### config.mk
export PLATFORM = sky130hd
export DESIGN_NAME = ghazi_ram_arbiter
export DESIGN_NICKNAME = d
export VERILOG_FILES = /design/src/rtl/ghazi_ram_arb_pkg.sv /design/src/rtl/ghazi_rr_arb2.sv /design/src/rtl/ghazi_ram_arbiter.sv
export SDC_FILE = /design/constraint.sdc
export NUM_CORES = 1
export LEC_CHECK = 0
export CAP_MARGIN = 20
export CORE_ASPECT_RATIO = 0.8
export CORE_MARGIN = 8
export CORE_UTILIZATION = 35
export DETAILED_ROUTE_END_ITERATION = 10
export PLACE_DENSITY = 0.69
export SLEW_MARGIN = 20
export SYNTH_ARGS = -nofsm -noshare
export SYNTH_HDL_FRONTEND = slang
export SYNTH_SLANG_ARGS = --single-unit
### constraint.sdc
create_clock -name wb_clk_i -period 4.6 [get_ports wb_clk_i]
set_clock_uncertainty 0.1 [all_clocks]
set_input_delay 0.46 -clock wb_clk_i [delete_from_list [all_inputs] [get_ports wb_clk_i]]
set_output_delay 0.46 -clock wb_clk_i [all_outputs]
set_load 0.01 [all_outputs]
### src/rtl/ghazi_ram_arb_pkg.sv
// Shared types and constants for the Ghazi RAM arbiter: FSM states,
// requester identities and the default Wishbone window base.
package ghazi_ram_arb_pkg;

  typedef enum logic [1:0] {
    IDLE,
    ISSUE,
    WAIT,
    DONE
  } arb_state_e;

  typedef enum logic {
    HOST,
    CORE
  } grant_e;

  localparam logic [31:0] DEFAULT_BASE_ADDR = 32'h3000_0000;

endpackage

### src/rtl/ghazi_rr_arb2.sv
// Two-way round-robin picker: on a tie the requester that did not win last
// time is chosen. last_grant only advances when update_en is high.
module ghazi_rr_arb2
  import ghazi_ram_arb_pkg::*;
(
  input  logic   clk,
  input  logic   rst,
  input  logic   req_host,
  input  logic   req_core,
  input  logic   update_en,
  output logic   valid,
  output grant_e pick
);

  grant_e last_q, last_d;

  always_comb begin
    valid = req_host | req_core;
    if (req_host && req_core) begin
      pick = (last_q == HOST) ? CORE : HOST;
    end else if (req_core) begin
      pick = CORE;
    end else begin
      pick = HOST;
    end
    last_d = (update_en && valid) ? pick : last_q;
  end

  // NOTE: state flops use non-blocking assignments so every flop samples
  // pre-edge values regardless of block ordering.
  always_ff @(posedge clk or posedge rst) begin
    if (rst) begin
      last_q <= HOST;
    end else begin
      last_q <= last_d;
    end
  end

endmodule

### src/rtl/ghazi_ram_arbiter.sv
// Shares one single-port byte-enabled RAM between the Wishbone host window and
// the Ghazi core port; each access runs IDLE -> ISSUE -> WAIT -> DONE.
module ghazi_ram_arbiter
  import ghazi_ram_arb_pkg::*;
#(
  parameter int unsigned ADDR_W    = 9,
  parameter logic [31:0] BASE_ADDR = DEFAULT_BASE_ADDR
) (
  input  logic              wb_clk_i,
  input  logic              wb_rst_i,
  input  logic              wbs_cyc_i,
  input  logic              wbs_stb_i,
  input  logic              wbs_we_i,
  input  logic [3:0]        wbs_sel_i,
  input  logic [31:0]       wbs_adr_i,
  input  logic [31:0]       wbs_dat_i,
  output logic              wbs_ack_o,
  output logic [31:0]       wbs_dat_o,
  input  logic              core_req_i,
  input  logic              core_we_i,
  input  logic [3:0]        core_be_i,
  input  logic [ADDR_W-1:0] core_addr_i,
  input  logic [31:0]       core_wdata_i,
  output logic              core_gnt_o,
  output logic              core_rvalid_o,
  output logic [31:0]       core_rdata_o,
  input  logic              cfg_core_en_i,
  output logic              mem_en_o,
  output logic [3:0]        mem_we_o,
  output logic [ADDR_W-1:0] mem_addr_o,
  output logic [31:0]       mem_wdata_o,
  input  logic [31:0]       mem_rdata_i
);

  arb_state_e        state_q, state_d;
  grant_e            owner_q, owner_d;
  logic              we_q, we_d;
  logic              mem_en_q, mem_en_d;
  logic [3:0]        mem_we_q, mem_we_d;
  logic [ADDR_W-1:0] mem_addr_q, mem_addr_d;
  logic [31:0]       mem_wdata_q, mem_wdata_d;
  logic              wbs_ack_q, wbs_ack_d;
  logic [31:0]       wbs_dat_q, wbs_dat_d;
  logic              core_gnt_q, core_gnt_d;
  logic              core_rvalid_q, core_rvalid_d;
  logic [31:0]       core_rdata_q, core_rdata_d;

  logic   win_hit, host_req, host_miss, core_ok;
  logic   arb_valid;
  grant_e arb_pick;
  logic   arb_update;
  logic [31:0] rsp;

  assign win_hit   = (wbs_adr_i[31:ADDR_W+2] == BASE_ADDR[31:ADDR_W+2]);
  assign host_req  = wbs_cyc_i & wbs_stb_i & win_hit;
  assign host_miss = wbs_cyc_i & wbs_stb_i & ~win_hit;
  assign core_ok   = core_req_i & cfg_core_en_i;
  assign arb_update = (state_q == IDLE);

  // Byte-lane bits of the Wishbone address never reach the word-addressed RAM.
  logic unused_adr;
  assign unused_adr = &{1'b0, wbs_adr_i[1:0]};

  ghazi_rr_arb2 u_arb (
    .clk       (wb_clk_i),
    .rst       (wb_rst_i),
    .req_host  (host_req),
    .req_core  (core_ok),
    .update_en (arb_update),
    .valid     (arb_valid),
    .pick      (arb_pick)
  );

  // NOTE: every signal gets a default before the case so no path leaves it
  // unassigned, which would otherwise infer a latch.
  always_comb begin
    state_d       = state_q;
    owner_d       = owner_q;
    we_d          = we_q;
    mem_en_d      = 1'b0;
    mem_we_d      = '0;
    mem_addr_d    = mem_addr_q;
    mem_wdata_d   = mem_wdata_q;
    wbs_ack_d     = 1'b0;
    wbs_dat_d     = wbs_dat_q;
    core_gnt_d    = 1'b0;
    core_rvalid_d = 1'b0;
    core_rdata_d  = core_rdata_q;
    rsp           = '0;

    unique case (state_q)
      IDLE: begin
        if (arb_valid) begin
          owner_d  = arb_pick;
          mem_en_d = 1'b1;
          state_d  = ISSUE;
          if (arb_pick == HOST) begin
            we_d        = wbs_we_i;
            mem_we_d    = wbs_we_i ? wbs_sel_i : 4'h0;
            mem_addr_d  = wbs_adr_i[ADDR_W+1:2];
            mem_wdata_d = wbs_dat_i;
          end else begin
            we_d        = core_we_i;
            mem_we_d    = core_we_i ? core_be_i : 4'h0;
            mem_addr_d  = core_addr_i;
            mem_wdata_d = core_wdata_i;
            core_gnt_d  = 1'b1;
          end
        end else if (host_miss) begin
          // Out-of-window host access completes without touching the RAM.
          owner_d   = HOST;
          wbs_ack_d = 1'b1;
          wbs_dat_d = '0;
          state_d   = DONE;
        end
      end
      ISSUE: state_d = WAIT;
      WAIT: begin
        rsp     = we_q ? 32'h0 : mem_rdata_i;
        state_d = DONE;
        if (owner_q == HOST) begin
          wbs_ack_d = 1'b1;
          wbs_dat_d = rsp;
        end else begin
          core_rvalid_d = 1'b1;
          core_rdata_d  = rsp;
        end
      end
      DONE:    state_d = IDLE;
      default: state_d = IDLE;
    endcase
  end

  always_ff @(posedge wb_clk_i or posedge wb_rst_i) begin
    if (wb_rst_i) begin
      state_q       <= IDLE;
      owner_q       <= HOST;
      we_q          <= 1'b0;
      mem_en_q      <= 1'b0;
      mem_we_q      <= '0;
      mem_addr_q    <= '0;
      mem_wdata_q   <= '0;
      wbs_ack_q     <= 1'b0;
      wbs_dat_q     <= '0;
      core_gnt_q    <= 1'b0;
      core_rvalid_q <= 1'b0;
      core_rdata_q  <= '0;
    end else begin
      state_q       <= state_d;
      owner_q       <= owner_d;
      we_q          <= we_d;
      mem_en_q      <= mem_en_d;
      mem_we_q      <= mem_we_d;
      mem_addr_q    <= mem_addr_d;
      mem_wdata_q   <= mem_wdata_d;
      wbs_ack_q     <= wbs_ack_d;
      wbs_dat_q     <= wbs_dat_d;
      core_gnt_q    <= core_gnt_d;
      core_rvalid_q <= core_rvalid_d;
      core_rdata_q  <= core_rdata_d;
    end
  end

  assign mem_en_o      = mem_en_q;
  assign mem_we_o      = mem_we_q;
  assign mem_addr_o    = mem_addr_q;
  assign mem_wdata_o   = mem_wdata_q;
  assign wbs_ack_o     = wbs_ack_q;
  assign wbs_dat_o     = wbs_dat_q;
  assign core_gnt_o    = core_gnt_q;
  assign core_rvalid_o = core_rvalid_q;
  assign core_rdata_o  = core_rdata_q;

endmodule
**Word level (Yosys, flattened, before mapping)**

Index checks and enable logic that the tools add are counted.

- Register bits: 118
- Bits of input ports: 153
- Output and inout port bits: 113
- Word-level logic and storage cells: 68

- Equality and inequality tests: 8
- Multiplexer cells: 32
- Bitwise gates (word level): 6
- Reduce and logical (&&, ||, !) cells: 9

Operator list:

| kind | count |
|---|---|
| 32-bit two-way mux | 5 |
| 32-bit case mux with 2 select lines | 1 |
| 21-bit by 19-bit equality test with 1-bit output (second input constant) | 1 |
| 4-bit two-way mux | 5 |
| 1-bit two-way mux | 16 |
| 9-bit two-way mux | 1 |
| 2-bit case mux with 4 select lines | 1 |
| 2-bit inequality test (second input constant) | 3 |
| 2-bit AND reduction | 3 |
| 1-bit AND | 4 |
| 2-bit equality test (second input constant) | 2 |
| 2-bit two-way mux | 2 |
| 4-bit AND reduction | 1 |
| 2-bit nonzero test | 2 |
| 3-bit inequality test (second input constant) | 1 |
| 2-bit by 1-bit equality test with 1-bit output (second input constant) | 1 |
| 1-bit logical AND | 2 |
| 2-bit zero test | 1 |
| 1-bit case mux with 2 select lines | 1 |
| 1-bit inverter | 1 |
| 1-bit OR | 1 |

**Depth between registers and ports, before layout**

- Depth after elaboration: 7
- Mapped depth: 9
- Gate-level depth less buffers: 6

**By module**

Synthesis repeated with hierarchy kept, for this count alone.

- Cells, all modules: 501
- Area total of the unflattened synthesis: 5238.8 sq um

Modules (own cells, without submodules):

| module | times used | cells each | area an instance (sq um) | sequential area each (sq um) |
|---|---|---|---|---|
| ghazi_ram_arbiter | 1 | 495 | 5185.0 | 2927.8 |
| ghazi_rr_arb2 | 1 | 6 | 53.8 | 25.0 |

**Worst setup path after synthesis**

No wires, ideal clock.

- Path kind: reg2reg
- Start point: register state_q[0]
- End point: register wbs_dat_q[10] (netlist: wbs_dat_o[10])
- Library setup time: 0.079 ns
- Data arrival time: 1.806 ns
- Required time: 4.421 ns
- Slack: 2.614 ns
- Cell stages (with the launch flop): 9
- Buffers on the path: 2
- Clock period less this slack: 1.986 ns
- Cells stage by stage: dfrtp_1 -> inv_1 -> ha_1 -> nand2_1 -> clkbuf_1 -> o21ai_0 -> a21oi_1 -> buf_2 -> mux2i_1

- Longest elaborated chain between the ends: 3

Ends and longest elaborated chain:

| element | line | text |
|---|---|---|
| start, declared | ghazi_ram_arbiter.sv:35 | `arb_state_e state_q, state_d;` |
| start signal, assigned | ghazi_ram_arbiter.sv:149 | `state_q <= state_d;` |
| 2-bit equality test / 2-bit zero test (equally long branches) | ghazi_ram_arbiter.sv:91 | `unique case (state_q)` |
| 2-bit inequality test (no line) / 2-bit nonzero test (equally long branches) | - |  |
| 4-bit AND reduction (no line) | - |  |
| end signal, assigned | ghazi_ram_arbiter.sv:157 | `wbs_dat_q <= wbs_dat_d;` |
| end, declared | ghazi_ram_arbiter.sv:43 | `logic [31:0] wbs_dat_q, wbs_dat_d;` |

Parallel ways exist; a longest one is shown, timed or not.
A chain may end at the register's enable or synchronous reset.

**Worst setup path in the final report**

- Start point: register state_q[0]
- End point: register wbs_dat_q[30] (netlist: wbs_dat_o[30])

Same word-level chain as after synthesis.

==> impl_metrics.py <==
metrics = {
    "power": {
        "peakVddDrop_v": 0.000370,
        "power_density_nw_per_um2": 662,
        "comb_power_share_pct": 45.6,
        "p_leak_nw": 3.49,
        "swShare_pct": 32.9,
        "seqPwrFrac_pct": 31.2,
        "fin_total_pwr_mw": 5.77,
        "internal-power_mw": 3.87,
        "clock_power_share_pct": 23.2,
        "switchingPower_mw": 1.90,
    },
    "setup_path": {
        "start_kind": "flop",
        "rr_endpoint": "wbs_dat_o[30]",
        "cpMostUsedCell": "buf_4",
        "regToRegStartpoint": "state_q[0]",
        "critPathArrivalTime_ns": 3.26,
        "crit_chain": "inv_1 > ha_1 > nand2_2 > buf_4 > o21ai_0 > a21oi_4 > buf_4 > mux2i_1",
        "path_max_fanout": 66,
        "reg2reg_depth": 8,
        "end_kind": "flop",
        "crit_family": "compound AO/OA/AOI/OAI gates",
        "cp.buffers_inverters": 3,
        "max_stage_delay_ns": 0.72,
        "r2r_setup_slack_ns": 1.57,
        "critical_path_class": "reg2reg",
        "required_ns": 4.83,
        "cp_slowest_cell": "a21oi_4",
    },
    "clock_network": {
        "cts_tree": "done",
        "postCtsSetupBuffers": 0,
        "cts-root-buf": "clkbuf_16",
        "clk_pin_slew_ns": 0.06,
        "cts-resized-gates": 0,
        "cts_buffers": 17,
        "cts_buffer_depth": 2,
        "htree_levels": 4,
        "numClockSinks": 118,
        "clk_latency_ns": 0.41,
        "cts.hold.buffers_added": 0,
    },
    "sta": {
        "tns_ns": 0,
        "relSlewSlack_pct": 43.9,
        "slew_violations": 0,
        "rsz0062_at_grt": "no",
        "worstMarginPinSlew_ns": 0.839,
        "fin_crit_ns": 3.03,
        "setup_ws_ns": 1.57,
        "hold_viol_final": 0,
        "period_share_pct": 65.8,
        "whs_ns": 0.379,
        "setup_viol_count_final": 0,
        "fmax_mhz": 330,
    },
    "finish": {
        "fillCellCount": 1242,
        "drive_above_1_share_pct": 11.1,
        "final-seq-area_um2": 2950,
        "multi_input_area_um2": 2090,
        "nets": 899,
        "area_delta_synth_final_pct": 63.2,
        "diodes": 0,
    },
    "die": {
        "ios": 266,
        "initial_core_util_pct": 35.7,
        "fp.dieH_um": 126,
        "core_um2": 15000,
        "die_w_um": 154,
        "std_cell_rows": 40,
        "dieArea_um2": 19500,
    },
    "detailed_routing": {
        "vias": 4624,
        "wl_per_cell_um": 19.3,
        "dr.first_iter.drc_count": 168,
        "via_per_inst": 4.89,
        "drc": 0,
        "routed_wl_um": 18300,
        "ant_nets": 0,
        "drt_pass1_iterations": 5,
    },
    "synthesis": {
        "synthesis.area_um2": 5340,
        "syn-instance-count": 486,
        "seq_area_frac_synth_pct": 55.3,
        "ys_seq_elements": 118,
        "synth.avg_cell_area_um2": 11.0,
        "synthesis.nets": 641,
        "synth.distinct_cells": 40,
        "ys_warn_count": 0,
    },
    "global_routing": {
        "grt_pass1_vias": 5251,
        "grt_max_degree": 84,
        "grt_antenna_before_repair": 0,
        "grt.overflow.total": 0,
        "grt_pass1_wl_um": 28600,
        "grt_usage_pct": 18.7,
    },
    "status": {
        "status": "completed",
    },
    "run": {
        "drv_cap": 0,
    },
    "hold_path": {
        "hold_path_class": "reg2reg",
        "min_to": "core_rdata_o[27]",
        "hold_depth": 2,
        "hp-start": "core_rdata_o[27]",
    },
    "place": {
        "place.gp.congestion": 0.776,
        "portBuffers": 263,
        "dp_slack_ns": 1.46,
        "place_hpwl_um": 13700,
    },
}
-- state kept, by name, summed over array words and instances, names as in the netlist --
| register | flops |
|---|---|
| core_rdata_o | 32 |
| mem_wdata_o | 32 |
| wbs_dat_o | 32 |
| mem_addr_o | 9 |
| mem_we_o | 4 |
| state_q | 2 |
| core_gnt_o | 1 |
| core_rvalid_o | 1 |
| mem_en_o | 1 |
| owner_q | 1 |
| u_arb.last_q | 1 |
| wbs_ack_o | 1 |
| we_q | 1 |
-- metal layers --
layer,up-vias,wire length (um),global-route usage [%]
met2,190,8700,31.0
met4,0,193,5.41
met1,2233,7150,20.0
met3,17,2230,10.9
li1,2184,-,-
met5,-,0,0
-- kinds of logic after synthesis --
logic type / Yosys count / synth area share [%]
compound gates: 132 / 19.1
fa+ha+maj: 2 / 0.469
flops: 118 / 55.3
mux: 32 / 6.03
buf+inv: 70 / 6.36
simple gates: 132 / 12.7
-- worst max path at each step --
stage / cells past startpoint / slack (ns) / endpoint / startpoint
after global routing: 8 / 1.31 / wbs_dat_o[30] / state_q[0]
after detailed placement: 7 / 1.46 / mem_wdata_o[12] / wbs_adr_i[12]
after CTS: 8 / 1.48 / wbs_dat_o[25] / state_q[0]
final: 8 / 1.57 / wbs_dat_o[30] / state_q[0]
after floorplan: 1 / 0.91 / core_gnt_o / wb_rst_i
after global placement: 7 / 1.51 / mem_wdata_o[13] / wbs_adr_i[12]
-- synth_stat cells (all sizes together) --
master	n	area, um2
nor2	6	22.5
or3	1	7.51
o21ai	34	170
inv	38	143
nand4	6	52.6
mux2	1	11.3
o32a	1	10.0
o2111ai	1	8.76
nor3	1	5.00
o32ai	2	17.5
clkbuf	17	75.1
nand3	4	20.0
o21a	42	315
and3b	1	10.0
nor4	4	61.3
a21boi	4	30.0
buf	15	121
o211ai	1	7.51
nand2	74	280
mux2i	31	310
a31oi	1	6.26
o31ai	3	41.3
o22a	42	405
a21oi	1	5.00
dfrtp	118	2950
and2	2	12.5
and3	1	7.51
ha	2	25.0
nand2b	32	200
-- worst reg2reg max path: cells and delay by family, from the launching register on --
kind	cells	cell delay, ns
AO/OA/AOI/OAI	2	1.02
buffers and inverters	3	0.93
flip-flops	1	0.36
adder cells (fa/ha/maj)	1	0.24
multiplexers	1	0.24
AND/OR/NAND/NOR	1	0.06
-- power by group through the flow --
stage / clock, mW / sequential (mW) / combinational (mW)
finish: 1.34 / 1.80 / 2.63
global route: 1.41 / 1.86 / 2.85
CTS: 1.36 / 1.80 / 2.68
detailed placement: 0 / 1.81 / 2.67
global placement: 0 / 1.79 / 2.62
floorplan: 0 / 2.00 / 1.07
-- cells in the final DEF (no fill, tap or decap), drive strengths merged --
cell           instances
a21boi                 4
a21oi                  1
a31oi                  1
and2                   2
and3                   1
and3b                  1
buf                    8
bufinv                 3
clkbuf                19
clkdlybuf4s50        263
clkinv                 4
clkinvlp               5
dfrtp                118
ha                     2
inv                   39
mux2                   1
mux2i                 31
nand2                 74
nand2b                32
nand3                  4
nand4                  6
nor2                   6
nor3                   1
nor4                   4
o2111ai                1
o211ai                 1
o21a                  42
o21ai                 34
o22a                  42
o31ai                  3
o32a                   1
o32ai                  2
or3                    1
-- per-stage QoR --
stage	util, %	instance area, um2	instances
6_report	58.2	8700	946
2_1_floorplan	-	5340	486
4_1_cts	58.2	8700	946
3_5_place_dp	54.2	8110	914
5_1_grt	58.2	8700	946
3_3_place_gp	54.2	8110	914
-- final cells by class --
type                    instances  share of cell area, %
repair buffers                271                   30.9
clock inverters                13                   1.80
multi-input cells             298                   24.0
well taps                     189                   2.72
flip-flops and latches        118                   33.9
clock buffers                  19                   4.97
inverters                      38                   1.70
Power figures use the tool's default switching activity.
